==> src/rtl/fir_17_filter.sv <==
`default_nettype none
// ============================================================================
//  Module      : fir_17_filter
//  Description : 17-tap linear-phase low-pass FIR. 8-bit signed samples in,
//                24-bit signed full-precision result out. A valid-gated delay
//                line feeds a registered product stage and then a registered
//                adder-tree stage (2-cycle latency from sample acceptance).
//  Revision    : 1.0 - initial release
// ============================================================================
module fir_17_filter #(
    parameter int DATA_W = 8,
    parameter int COEF_W = 8,
    parameter int OUT_W  = 24,
    parameter int TAPS   = 17
) (
    input  logic                     clk,
    input  logic                     rst,      // asynchronous, active-low
    input  logic signed [DATA_W-1:0] data_i,
    input  logic                     valid_i,
    output logic signed [OUT_W-1:0]  data_o
);

    localparam int c_prod_w = DATA_W + COEF_W;

    // Fixed symmetric coefficient set; tap 0 multiplies the newest sample.
    function automatic logic signed [COEF_W-1:0] f_coef(input int k);
        int v;
        case (k)
            0, 16:   v = -1;
            1, 15:   v = -3;
            2, 14:   v = -4;
            3, 13:   v = 0;
            4, 12:   v = 9;
            5, 11:   v = 22;
            6, 10:   v = 35;
            7, 9:    v = 45;
            8:       v = 49;
            default: v = 0;
        endcase
        return COEF_W'(v);
    endfunction

    logic signed [DATA_W-1:0]   r_x [TAPS];
    logic signed [c_prod_w-1:0] r_p [TAPS];
    logic signed [OUT_W-1:0]    w_sum;

    // Delay line: shifts in a new sample only on valid cycles, otherwise holds.
    always_ff @(posedge clk or negedge rst) begin
        if (!rst) begin
            for (int k = 0; k < TAPS; k++) begin
                r_x[k] <= '0;
            end
        end else if (valid_i) begin
            r_x[0] <= data_i;
            for (int k = 1; k < TAPS; k++) begin
                r_x[k] <= r_x[k-1];
            end
        end
    end

    // Product stage: every tap registered every cycle, independent of valid.
    always_ff @(posedge clk or negedge rst) begin
        if (!rst) begin
            for (int k = 0; k < TAPS; k++) begin
                r_p[k] <= '0;
            end
        end else begin
            for (int k = 0; k < TAPS; k++) begin
                r_p[k] <= c_prod_w'(f_coef(k)) * c_prod_w'(r_x[k]);
            end
        end
    end

    // Sum of all products, sign-extended; the true range fits in 17 bits,
    // so accumulating at output width can never overflow.
    always_comb begin
        w_sum = '0;
        for (int k = 0; k < TAPS; k++) begin
            w_sum = w_sum + OUT_W'(r_p[k]);
        end
    end

    // Output register.
    always_ff @(posedge clk or negedge rst) begin
        if (!rst) begin
            data_o <= '0;
        end else begin
            data_o <= w_sum;
        end
    end

endmodule
`default_nettype wire

==> config.mk <==
export PLATFORM = sky130hd
export DESIGN_NAME = fir_17_filter
export DESIGN_NICKNAME = d
export VERILOG_FILES = /design/src/rtl/fir_17_filter.sv
export SDC_FILE = /design/constraint.sdc
export NUM_CORES = 1
export LEC_CHECK = 0
export BUFFER_PORTS_ARGS = -buffer_cell sky130_fd_sc_hd__buf_2
export CORE_AREA = 5 5 209 211
export DETAILED_ROUTE_END_ITERATION = 7
export DIE_AREA = 0 0 214 216
export PLACE_DENSITY = 0.78
export SYNTH_ARGS = -nofsm -noshare
export SYNTH_HDL_FRONTEND = slang
export SYNTH_SLANG_ARGS = --single-unit
==> constraint.sdc <==
create_clock -name clk -period 7.6 [get_ports clk]
set_input_delay 0.76 -clock clk [delete_from_list [all_inputs] [get_ports clk]]
set_output_delay 0.76 -clock clk [all_outputs]
set_load 0.03 [all_outputs]
=== After elaboration in Yosys (flattened, before gate mapping) ===
Index checks and enable logic that the tools add are counted.

* Add/sub/neg operators: 18
* Multiply operators: 11

{| class="wikitable"
|+ Operators with widths
! operator !! number
|-
| $mul 7x8->15 const A || 5
|-
| $mul 5x8->13 const A || 4
|-
| $add 24x16->24 || 2
|-
| $neg 8->16 || 2
|-
| $neg 8->14 || 2
|-
| $add 23x15->24 || 1
|-
| $add 24x11->24 || 1
|-
| $add 24x13->24 || 1
|-
| $add 24x14->24 || 1
|-
| $add 24x15->24 || 1
|-
| $add 22x15->23 || 1
|-
| $add 21x15->22 || 1
|-
| $mul 3x8->11 const A || 2
|-
| $add 20x15->21 || 1
|-
| $add 19x14->20 || 1
|-
| $add 18x13->19 || 1
|-
| $add 17x16->18 || 1
|-
| $add 16x11->17 || 1
|}

* Bits in registers: 369
* Bits of input ports: 11
* Logic and storage cells: 62

=== Depth between registers and ports, before layout ===
* Word-level depth: 14
* Depth in mapped cells: 20
* Mapped depth without buffers: 19

=== Least setup slack after synthesis ===
No wires, ideal clock.

* Kind: reg-to-reg
* Start: register r_p[115] in the netlist's numbering
* End: register data_o[17]
* Library setup time: 0.080 ns
* Arrival time: 5.263 ns
* Required time: 7.520 ns
* Path slack: 2.257 ns
* Stages on the path, launching flop included: 19
* Buffers on the path: 0
* Path through: dfrtp_1 > fa_1 > inv_1 > fa_1 > inv_1 > fa_1 > fa_1 > inv_1 > fa_1 > fa_1 > inv_1 > ha_1 > fa_1 > a211oi_1 > o21ai_1 > a41oi_2 > o21ai_0 > a21oi_1 > xnor2_1

* Cells in the longest elaborated chain, start to end: 7

{| class="wikitable"
|+ Ends and longest elaborated chain
! element !! RTL line !! source
|-
| start, declared || 44 || <nowiki>logic signed [c_prod_w-1:0] r_p [TAPS];</nowiki>
|-
| start signal, assigned by index || 69 || <nowiki>r_p[k] <= c_prod_w'(f_coef(k)) * c_prod_w'(r_x[k]);</nowiki>
|-
| $add 23x15->24 || 79 || <nowiki>w_sum = w_sum + OUT_W'(r_p[k]);</nowiki>
|-
| $add 24x15->24 || 79 ||
|-
| $add 24x14->24 || 79 ||
|-
| $add 24x13->24 || 79 ||
|-
| $add 24x16->24 || 79 ||
|-
| $add 24x11->24 || 79 ||
|-
| $add 24x16->24 || 79 ||
|-
| via w_sum[17] || 45 || <nowiki>logic signed [OUT_W-1:0] w_sum;</nowiki>
|-
| end signal, assigned || 88 || <nowiki>data_o <= w_sum;</nowiki>
|-
| end, declared || 20 || <nowiki>output logic signed [OUT_W-1:0] data_o</nowiki>
|}

The timed path passes the listed nets, and every way through them passes these cells.
A chain may end at the register's enable or synchronous reset.

=== Final worst setup path ===
* Start: register r_p[3] in the netlist's numbering
* End: register data_o[23]

* Cells in the longest elaborated chain, start to end: 1

{| class="wikitable"
|+ Ends and longest elaborated chain
! element !! RTL line
|-
| $add 24x16->24 || 79
|-
| via w_sum[23] || 45
|}

The timed path passes the listed nets, and every way through them passes these cells.

==> impl_metrics.env <==
export IMPL_syn_to_final_growth_pct=8.47
export IMPL_vias=15200
export IMPL_synth_top_family_by_area="adder cells"
export IMPL_crit_start="r_p[3]"
export IMPL_ios=35
export IMPL_fmax_mhz=170
export IMPL_worstPathRequired_ns=8.09
export IMPL_ys_types=58
export IMPL_synth_main_ff_cell="dfrtp_1"
export IMPL_coreArea_sq_um=41600
export IMPL_cts_clk_slew_worst_paths_ns=0.06
export IMPL_arrival_ns=6.37
export IMPL_fp_dieH_um=216
export IMPL_rsz0062_at_grt="no"
export IMPL_place_ws_ns=1.80
export IMPL_slowest_delay_ns=0.56
export IMPL_place_gp_congestion=0.917
export IMPL_layout_nets=2846
export IMPL_grt_ovfl_total=0
export IMPL_dp_cells=2773
export IMPL_start_util=0.610
export IMPL_syn_cell_area_sq_um=25400
export IMPL_hpwlAfterDp_um=41000
export IMPL_top_usage_layer="met2"
export IMPL_drc=0
export IMPL_portBuffers=34
export IMPL_use_met1=0.325
export IMPL_status="finished clean"
export IMPL_cts_root_buf="clkbuf_16"
export IMPL_tightest_slew_ns=1.04
export IMPL_cts_tree="done"
export IMPL_wl_um=52600
export IMPL_r2r_start="r_p[3]"
export IMPL_cts_buffers=42
export IMPL_async_flop_share=1.00
export IMPL_cts_sinks=369
export IMPL_yosysWarnings=0
export IMPL_dieWidth_um=214
export IMPL_drive_gt1_frac=0.0901
export IMPL_row_count=75
export IMPL_cts_resized=0
export IMPL_setup_viol=0
export IMPL_end_kind="register"
export IMPL_cap_violations=0
export IMPL_ys_ff_latch=369
export IMPL_critPathTopFamily="adder cells"
export IMPL_yosys_area_share_adder=0.354
export IMPL_slew_headroom=0.299
export IMPL_worstSetupPathType="register to register"
export IMPL_n_fill_cell=2971
export IMPL_synth_xor_area_frac=0.0494
export IMPL_drtIter0Drc=943
export IMPL_setup_ws_ns=1.72
export IMPL_grt_util_all_layers=0.240
export IMPL_insertedDiodeCount=0
export IMPL_grt_pass1_vias=16800
export IMPL_yosys_area_share_simple=0.0372
export IMPL_grt_use_met2=0.405
export IMPL_clock_skew_ns=0.0148
export IMPL_grtUsageMet3=0.0437
export IMPL_min_period_ns=5.88
export IMPL_via_per_inst=5.35
export IMPL_path_max_fanout=3
export IMPL_synth_compound_area_frac=0.0666
export IMPL_synth_fp_nets=2792
export IMPL_synthMuxAreaShare=0.0433
export IMPL_drt_first_pass_iters=5
export IMPL_htreeDepth=2
export IMPL_ant_nets=0
export IMPL_tns_ns=0
export IMPL_clock_latency_ns=0.57
export IMPL_cts_hold_buffers_added=0
export IMPL_syn_inst=2224
export IMPL_synth_area_per_cell_sq_um=11.4
export IMPL_critPathLaunchType="register"
export IMPL_ys_seq_area_frac=0.364
export IMPL_worstPathBufferInverterCount=4
export IMPL_fin_cells=2848
export IMPL_min_path_type="input pin to asynchronous set/reset pin"
export IMPL_final_util=0.662
export IMPL_post_cts_buffers=0
export IMPL_synth_edff_count=0
export IMPL_drv_slew=0
export IMPL_crit_top_cell="fa_1"
export IMPL_grt_pass1_wl_um=88400
export IMPL_antenna_found_initial=1
export IMPL_path_cells="inv_1 > fa_1 > inv_1 > fa_1 > fa_1 > fa_1 > inv_1 > fa_1 > fa_1 > inv_1 > ha_1 > fa_1 > a211oi_1 > o21ai_1 > a21oi_1 > o21ai_0 > a21oi_1 > o22a_1"
export IMPL_clk_path_buf_depth=3
export IMPL_min_period_over_period=0.773
export IMPL_slowest_stage="fa_1"
export IMPL_final_hold_viol_count=0
export IMPL_die_area_sq_um=46200
export IMPL_routedWlPerCell_um=18.5
export IMPL_grt_max_degree=159
-- cell usage in the layout (no fill, tap or decap), types with 9 or more instances in the layout --
cell         n
inv_1      549
dfrtp_1    369
ha_1       288
fa_1       269
xnor2_1    102
mux2_2      94
a21oi_1     84
nand2_1     82
o21ai_0     79
nor2_1      60
clkbuf_16   42
xor2_1      41
buf_2       32
a21o_1      31
nor3_1      15
o21bai_1    15
o21a_1      14
nor2b_1     10
nand2b_1     9
clkinv_2     9
-- flip-flops by register name, summed over array words and instances (netlist names) --
register / cells
r_p: 209
r_x: 136
data_o: 24
-- final timing paths --
| kind | end | slack, ns | depth (start not counted) |
|---|---|---|---|
| setup / recovery | data_o[23] | 1.72 | 18 |
| hold / removal | r_x[15] | 0.13 | 1 |
| setup reg to reg | data_o[23] | 1.72 | 18 |
| hold reg to reg | r_p[17] | 0.43 | 0 |
| max in group asynchronous | r_x[102] | 6.10 | 2 |
| min in group clk | r_x[135] | 0.41 | 3 |
-- logic make-up after synthesis --
kind of cell	after synthesis
xor+xnor	143
flops	369
buf+inv	577
simple gates	208
fa+ha+maj	557
mux	98
compound gates	272
-- cells in the mapped netlist (all sizes together) (5+ instances only) --
master  count  area [sq um]
o211ai      5          37.5
o21bai     15           113
nor4        5          31.3
nor2       60           225
nor2b      10          62.6
nor3       15          75.1
a21o       32           241
o21ai      81           409
nand2b      9          56.3
mux2       94          1060
xnor2     102           893
ha        288          3600
o21a       14           105
fa        269          5390
xor2       41           359
nand2      82           308
a21oi      84           420
nand3       5          25.0
buf         6          25.0
clkbuf     22          82.6
inv       549          2060
dfrtp     369          9230
a211oi      9          72.6
-- worst register-to-register path: stages (launching register included) --
cell and delay (ns):
dfrtp_1 0.33, inv_1 0.06, fa_1 0.54, inv_1 0.06, fa_1 0.51, fa_1 0.52
fa_1 0.56, inv_1 0.06, fa_1 0.50, fa_1 0.55, inv_1 0.04, ha_1 0.22
fa_1 0.44, a211oi_1 0.37, o21ai_1 0.20, a21oi_1 0.29, o21ai_0 0.13, a21oi_1 0.24
o22a_1 0.19
-- per-layer routing --
metal	wire length (um)	share of wire
met3	2350	0.045
met2	25800	0.49
met5	0	0
met1	23000	0.44
met4	1440	0.027
-- final cells by class --
type	instances	area, sq um	share of cell area
multi-input cells	1278	14000	0.508
flip-flops and latches	369	9230	0.335
inverters	549	2060	0.0749
clock buffers	54	1140	0.0413
well taps	539	674	0.0245
repair buffers	38	229	0.00832
clock inverters	21	216	0.00786
-- per-stage QoR --
step / cell area, sq um / hold slack, ns
finish: 27500 / 0.131
global route: 27500 / 0.166
CTS: 27500 / 0.133
detailed placement: 26200 / 0.404
global placement: 26200 / 0.413
floorplan: 25400 / 0.374
Power is left out: the tool's default activity adds up to more than one toggle a clock period on the data nets, which glitch-free logic cannot reach.
